==> src/rtl/return_stack.sv <==
// Hardware return-address stack: DEPTH entries of AW bits, zero-latency top-of-stack read,
// saturating pointer with sticky overflow/underflow flags.
module return_stack #(
    parameter int DEPTH = 8,
    parameter int AW    = 10
) (
    input  logic                     clk,
    input  logic                     reset,
    input  logic                     push,
    input  logic                     pop,
    input  logic [AW-1:0]            pc_in,
    output logic [AW-1:0]            ret_addr,
    output logic [$clog2(DEPTH):0]   count,
    output logic                     empty,
    output logic                     full,
    output logic                     ovf,
    output logic                     unf
);

    localparam int PW = $clog2(DEPTH) + 1;

    logic [AW-1:0] mem [DEPTH];
    logic [PW-1:0] sp;
    logic [PW-2:0] wr_idx;
    logic [PW-2:0] top_idx;

    logic do_replace;
    logic do_push;
    logic do_pop;
    logic push_ovf;
    logic pop_unf;

    // Index arithmetic wraps in PW-1 bits, so sp == DEPTH maps its top to DEPTH-1.
    assign wr_idx  = sp[PW-2:0];
    assign top_idx = sp[PW-2:0] - (PW-1)'(1);

    assign empty = (sp == '0);
    assign full  = (sp == PW'(DEPTH));
    assign count = sp;

    assign ret_addr = empty ? '0 : mem[top_idx];

    // A simultaneous push/pop on an empty stack degenerates to a plain push.
    assign do_replace = push & pop & ~empty;
    assign do_push    = push & (~pop | empty) & ~full;
    assign push_ovf   = push & ~pop & full;
    assign do_pop     = pop & ~push & ~empty;
    assign pop_unf    = pop & ~push & empty;

    always_ff @(posedge clk or negedge reset) begin
        if (!reset) begin
            sp  <= '0;
            ovf <= 1'b0;
            unf <= 1'b0;
        end else begin
            if (do_push) begin
                sp <= sp + PW'(1);
            end else if (do_pop) begin
                sp <= sp - PW'(1);
            end
            if (push_ovf) begin
                ovf <= 1'b1;
            end
            if (pop_unf) begin
                unf <= 1'b1;
            end
        end
    end

    // Entries are not cleared; sp = 0 after reset hides any stale contents.
    always_ff @(posedge clk) begin
        if (reset) begin
            if (do_push) begin
                mem[wr_idx] <= pc_in;
            end else if (do_replace) begin
                mem[top_idx] <= pc_in;
            end
        end
    end

endmodule
==> config.mk <==
export PLATFORM = sky130hd
export DESIGN_NAME = return_stack
export DESIGN_NICKNAME = d
export VERILOG_FILES = /design/src/rtl/return_stack.sv
export SDC_FILE = /design/constraint.sdc
export NUM_CORES = 1
export LEC_CHECK = 0
export ABC_AREA = 1
export CORE_MARGIN = 2
export CORE_UTILIZATION = 38
export DETAILED_ROUTE_END_ITERATION = 7
export PLACE_DENSITY = 0.65
export SLEW_MARGIN = 25
export SYNTH_ARGS = -nofsm -noshare
export SYNTH_HDL_FRONTEND = slang
export SYNTH_SLANG_ARGS = --single-unit
==> constraint.sdc <==
create_clock -name clk -period 2.46 [get_ports clk]
set_input_delay 0.369 -clock clk [delete_from_list [all_inputs] [get_ports clk]]
set_output_delay 0.369 -clock clk [all_outputs]
set_load 0.02 [all_outputs]
=== After elaboration in Yosys (flattened, before gate mapping) ===
Memories as Yosys holds them, arrays and structs flattened.
Cells that the tools add are included.

* Register bits: 6
* Bits in writable memories: 80
* Input port bits: 14
* Output and inout bits: 18
* Word-level logic and storage cells: 38
* Memories: 1

* Add/subtract/negate cells: 3
* Equal/unequal tests: 1
* Multiplexer cells: 13
* Bitwise gates (word level): 14
* Reductions and logical operators: 3

{| class="wikitable"
|+ Memory list
! memory !! depth !! bits a word !! rd ports !! clocked after memory_dff !! wr ports !! RTL line !! RTL
|-
| mem || 8 || 10 || 1 || 0 || 1 || 22 || <nowiki>logic [AW-1:0] mem [DEPTH];</nowiki>
|}

{| class="wikitable"
|+ Operators by type and width
! cell !! number
|-
| $mux 10 || 2
|-
| $reduce_or 10->1 || 1
|-
| $and 1x1->1 || 9
|-
| $mux 1 || 8
|-
| $mux 4 || 2
|-
| $add 4x1->4 const B || 1
|-
| $eq 4x4->1 const B || 1
|-
| $logic_not 4->1 || 1
|-
| $not 1->1 || 4
|-
| $sub 4x1->4 const B || 1
|-
| $mux 3 || 1
|-
| $sub 3x1->3 const B || 1
|-
| $reduce_bool 2->1 || 1
|-
| $or 1x1->1 || 1
|}

=== Depth between registers and ports, before layout ===
* Word-level depth: 9
* Mapped depth: 15
* Depth with buffers taken out: 13

=== Worst setup path before layout ===
Ideal clock, no wire load.

* Path kind: flip-flop to flip-flop
* From: register sp[0] (netlist: count[0])
* To: memory mem[7][0], enable pin
* Library setup time: 0.376 ns
* Arrival time: 2.175 ns
* Data required time: 2.084 ns
* Setup slack: -0.091 ns
* Stages on the path, launching flop included: 11
* Path buffers: 3
* Period minus slack after synthesis: 2.551 ns
* Cell sequence: dfrtp_1 > buf_4 > inv_4 > buf_2 > ha_1 > inv_1 > buf_2 > nand4_1 > nand2_1 > nand2_1 > nor2_1

* Elaborated cells on any way between the ends: 19
* Those cells by class: add/sub: 1; eq/ne: 1; mux: 9; bitwise: 6; reduce/logical: 2

{| class="wikitable"
|+ RTL lines
! what !! RTL line !! RTL
|-
| start, declared || 23 || <nowiki>logic [PW-1:0] sp;</nowiki>
|-
| start signal, assigned || 57 || <nowiki>sp <= sp + PW'(1);</nowiki>
|-
| start signal, assigned || 59 || <nowiki>sp <= sp - PW'(1);</nowiki>
|-
| $sub 3x1->3 || 35 || <nowiki>assign top_idx = sp[PW-2:0] - (PW-1)'(1);</nowiki>
|-
| named net top_idx[0] || 25 || <nowiki>logic [PW-2:0] top_idx;</nowiki>
|-
| $mux 3 (no line) || - ||
|-
| end, declared || 22 ||
|}

The timed path passes the listed nets, and every way through them passes these cells.

=== Final worst setup path ===
* From: register sp[0] (netlist: count[0])
* To: output ret_addr[5]

* Cells in the longest elaborated chain, start to end: 3
* Elaborated cells on any way between the ends: 4
* Those cells by class: add/sub: 1; mux: 1; reduce/logical: 1; memory: 1

{| class="wikitable"
|+ RTL lines
! what !! RTL line !! RTL
|-
| $sub 3x1->3 || 35 ||
|-
| $mem_v2 8x10 || - ||
|-
| $mux 10 * || 41 || <nowiki>assign ret_addr = empty ? '0 : mem[top_idx];</nowiki>
|-
| end, declared || 12 || <nowiki>output logic [AW-1:0] ret_addr,</nowiki>
|}

Every way passes the cells marked *; elsewhere a longest branch is shown, timed or not.

==> load_flow_metrics.sql <==
INSERT INTO impl_metrics (metric_group, metric, value, unit) VALUES
('sta', 'report.final.hold_viol_count', '0', ''),
('critical_path', 'critical_path.max_fanout', '14', ''),
('global_route', 'grt_pass1_vias', '2651', ''),
('synthesis', 'syn_nets', '375', ''),
('final_layout', 'postLayoutCellArea', '0.00461', 'mm^2'),
('sta', 'finalSetupTns', '0', 'ns'),
('synthesis', 'synthesis.area', '0.00382', 'mm^2'),
('die', 'ios', '32', ''),
('synthesis', 'syn-mean-instance-area', '10.7', 'um^2'),
('sta', 'final-max-slew-violation-count', '0', ''),
('final_layout', 'antenna-diode-count', '0', ''),
('run', 'cap_violations', '0', ''),
('drt', 'drt_first_pass_iters', '6', ''),
('final_layout', 'final_core_util', '47.1', '%'),
('power_and_ir_drop', 'share_clk_of_total_power', '15.2', '%'),
('critical_path', 'timing.rr.start', 'count[0]', ''),
('sta', 'timing.max_slew.rel_slack', '74.1', '%'),
('synthesis', 'syn_inst', '357', ''),
('sta', 'ratio_of_final_minimum_period_to_clock_period', '94.9', '%'),
('sta', 'finalClockSkew', '0.00438', 'ns'),
('min_path', 'hold_path_class', 'input pin to asynchronous set/reset pin', ''),
('synthesis', 'synth_most_common_cell', 'sky130_fd_sc_hd__nor2_1', ''),
('synthesis', 'synth-seq-area-share', '66.8', '%'),
('global_route', 'number_of_antenna_violations_at_the_first_check_in_global_routing', '0', ''),
('drt', 'wl_met1', '4030', 'um'),
('placement', 'place.port_buffers', '31', ''),
('drt', 'route.met3.wl', '260', 'um'),
('power_and_ir_drop', 'power_switching_share', '43.1', '%'),
('critical_path', 'timing.critical_path.required', '2.09', 'ns'),
('synthesis', 'number_of_enable_flip_flop_cells_after_synthesis', '80', ''),
('drt', 'route.vias.total', '2642', ''),
('sta', 'period_needed', '2.33', 'ns'),
('synthesis', 'yosys_warnings', '0', ''),
('clocking', 'h_tree_levels', '3', ''),
('status', 'outcome', 'finished, final reports clean', ''),
('sta', 'timing.hold.ws', '0.331', 'ns'),
('synthesis', 'synth.cells.most_frequent', '110 x sky130_fd_sc_hd__nor2_1, 80 x sky130_fd_sc_hd__edfxtp_1, 52 x sky130_fd_sc_hd__nand2_1', ''),
('clocking', 'clockBufferDepth', '2', ''),
('power_and_ir_drop', 'power.density_cell_area', '1360', 'mW/mm^2'),
('synthesis', 'yosys_cell_types', '26', ''),
('placement', 'dpl.hpwl', '5540', 'um'),
('placement', 'pre_cts_slack', '0.0210', 'ns'),
('placement', 'dp.cells', '530', ''),
('power_and_ir_drop', 'share_comb_of_total_power', '55.8', '%'),
('critical_path', 'r2r_end', 'count[3]', ''),
('critical_path', 'crit_type', 'register to primary output', ''),
('final_layout', 'area_growth_syn_to_layout', '20.5', '%'),
('critical_path', 'timing.reg2reg.worst_path_depth', '13', ''),
('power_and_ir_drop', 'p_leak', '1.79', 'nW'),
('power_and_ir_drop', 'intPower', '3.56', 'mW'),
('drt', 'iteration_0_drc_markers', '195', ''),
('clocking', 'clkLatencyLatePin', '0.34', 'ns'),
('clocking', 'cts.reportedPaths.clkPinSlew', '0.09', 'ns'),
('global_route', 'global_route.usage.total', '16.3', '%'),
('synthesis', 'synth.top_cells.by_area', 'sky130_fd_sc_hd__edfxtp_1 63%, sky130_fd_sc_hd__nor2_1 11%, sky130_fd_sc_hd__o21ai_0 5.1%, sky130_fd_sc_hd__nand2_1 5.1%, sky130_fd_sc_hd__dfrtp_1 3.9%', ''),
('drt', 'drt_drc_violations_left', '0', ''),
('die', 'starting_density_of_the_core', '39.1', '%'),
('critical_path', 'critical_path_launch_point_type', 'register', ''),
('sta', 'final_worst_setup_slack', '0.126', 'ns'),
('sta', 'setup-violations-final', '0', ''),
('placement', 'post_dp_cell_area', '0.00442', 'mm^2'),
('placement', 'gp_congestion', '0.792', ''),
('synthesis', 'synth_area_leader_cell', 'sky130_fd_sc_hd__edfxtp_1', ''),
('final_layout', 'instances_no_fill', '546', ''),
('sta', 'max_freq', '428', 'MHz'),
('synthesis', 'postSynthRegisterBits', '86', ''),
('drt', 'route.detailed.vias_per_inst', '4.84', ''),
('final_layout', 'finish.net_count', '427', ''),
('global_route', 'grt_pass1_wl', '13700', 'um'),
('clocking', 'cts_tree', 'yes', ''),
('power_and_ir_drop', 'irDropWorstVdd', '0.648', 'mV');
## critical path: stages (launching register included)
cell and delay, ns:
sky130_fd_sc_hd__dfrtp_1 0.40, sky130_fd_sc_hd__inv_4 0.04, sky130_fd_sc_hd__ha_1 0.32, sky130_fd_sc_hd__inv_2 0.06, sky130_fd_sc_hd__buf_12 0.14, sky130_fd_sc_hd__nor2_1 0.09
sky130_fd_sc_hd__o21ai_0 0.11, sky130_fd_sc_hd__nand2_1 0.10, sky130_fd_sc_hd__nor2_1 0.04, sky130_fd_sc_hd__nor2_1 0.13, sky130_fd_sc_hd__buf_2 0.18
## state kept, by name, indices dropped and copies added (netlist names)
register,count
mem,80
unf,1
count,4
ovf,1
## cells in the final DEF (no fill, tap or decap)
master | Yosys | routed
sky130_fd_sc_hd__fa_1 | 1 | 1
sky130_fd_sc_hd__nand2_1 | 52 | 52
sky130_fd_sc_hd__o21ai_1 | 3 | 3
sky130_fd_sc_hd__nand2_2 | 3 | 3
sky130_fd_sc_hd__nand4_4 | 1 | 1
sky130_fd_sc_hd__a31o_2 | 1 | 1
sky130_fd_sc_hd__nor2_1 | 110 | 103
sky130_fd_sc_hd__dlygate4sd2_1 | 0 | 1
sky130_fd_sc_hd__ha_1 | 3 | 3
sky130_fd_sc_hd__inv_1 | 10 | 9
sky130_fd_sc_hd__clkinvlp_4 | 0 | 2
sky130_fd_sc_hd__inv_6 | 0 | 1
sky130_fd_sc_hd__buf_8 | 0 | 1
sky130_fd_sc_hd__nand2_4 | 2 | 2
sky130_fd_sc_hd__dlymetal6s2s_1 | 0 | 1
sky130_fd_sc_hd__buf_12 | 0 | 3
sky130_fd_sc_hd__edfxtp_1 | 80 | 80
sky130_fd_sc_hd__a21o_1 | 1 | 1
sky130_fd_sc_hd__clkinv_2 | 0 | 1
sky130_fd_sc_hd__buf_2 | 7 | 2
sky130_fd_sc_hd__inv_4 | 1 | 1
sky130_fd_sc_hd__clkbuf_8 | 0 | 9
sky130_fd_sc_hd__clkdlybuf4s50_1 | 0 | 19
sky130_fd_sc_hd__clkinv_1 | 0 | 1
sky130_fd_sc_hd__clkbuf_2 | 3 | 1
sky130_fd_sc_hd__inv_2 | 1 | 2
sky130_fd_sc_hd__a21oi_1 | 1 | 1
sky130_fd_sc_hd__nand3_2 | 2 | 2
sky130_fd_sc_hd__nand4_1 | 6 | 6
sky130_fd_sc_hd__bufinv_16 | 0 | 1
sky130_fd_sc_hd__nor2_2 | 0 | 7
sky130_fd_sc_hd__buf_4 | 3 | 31
sky130_fd_sc_hd__o21ai_0 | 39 | 39
sky130_fd_sc_hd__nand3_1 | 15 | 15
sky130_fd_sc_hd__xor2_1 | 1 | 1
sky130_fd_sc_hd__dfrtp_1 | 6 | 6
## power by group through the flow
| stage | Clock (mW) | Combinational (mW) | Sequential [mW] |
|---|---|---|---|
| finish | 0.951 | 3.49 | 1.81 |
| global route | 1.04 | 3.92 | 1.83 |
| CTS | 0.978 | 3.48 | 1.81 |
| detailed placement | 0 | 3.58 | 1.85 |
| global placement | 0 | 3.56 | 1.84 |
| floorplan | 0 | 2.16 | 1.90 |
## layer usage
layer	GRT usage [%]	vias to the layer above
met2	27.7	53
met4	5.21	0
met5	0	-
met3	2.38	8
met1	21.6	1268
li1	-	1313
## worst max-delay path by stage
stage,start,endpoint,slack [ns]
4_1_cts,count[0],ret_addr[4],0.008
2_1_floorplan,count[0],mem[6][0],-0.09
3_3_place_gp,count[0],ret_addr[5],0.03
6_report,count[0],ret_addr[5],0.13
3_5_place_dp,count[0],ret_addr[1],0.02
5_1_grt,count[0],ret_addr[3],-0.0005
## cell families (layout without fill, tap and decap cells)
kind of cell / Yosys count / in the layout / synth area share [%]
AND/OR/NAND/NOR: 191 / 191 / 21.0
flip-flops: 86 / 86 / 66.8
AO/OA/AOI/OAI: 45 / 45 / 6.06
buffers and inverters: 30 / 86 / 4.42
adder cells (fa/ha/maj): 4 / 4 / 1.51
XOR/XNOR: 1 / 1 / 0.229
## layout make-up
cell class                      instances  area (um^2)
Clock buffer                            9          124
Clock inverter                          6         62.6
Fill cell                             944         5170
Inverter                               12         47.5
Multi-Input combinational cell        241         1120
Sequential cell                        86         2550
Tap cell                              133          166
Timing Repair Buffer                   59          534
## what timing repair did
action | 4_1_cts | 5_1_grt
pin swaps | 0 | 2
setup buffers | 1 | 0
cloned | 0 | 0
resized for setup | 33 | 24
endpoints found under the setup margin | 11 | 11
hold buffers | 0 | 0
No activity file was read; power rests on OpenSTA's default activity.
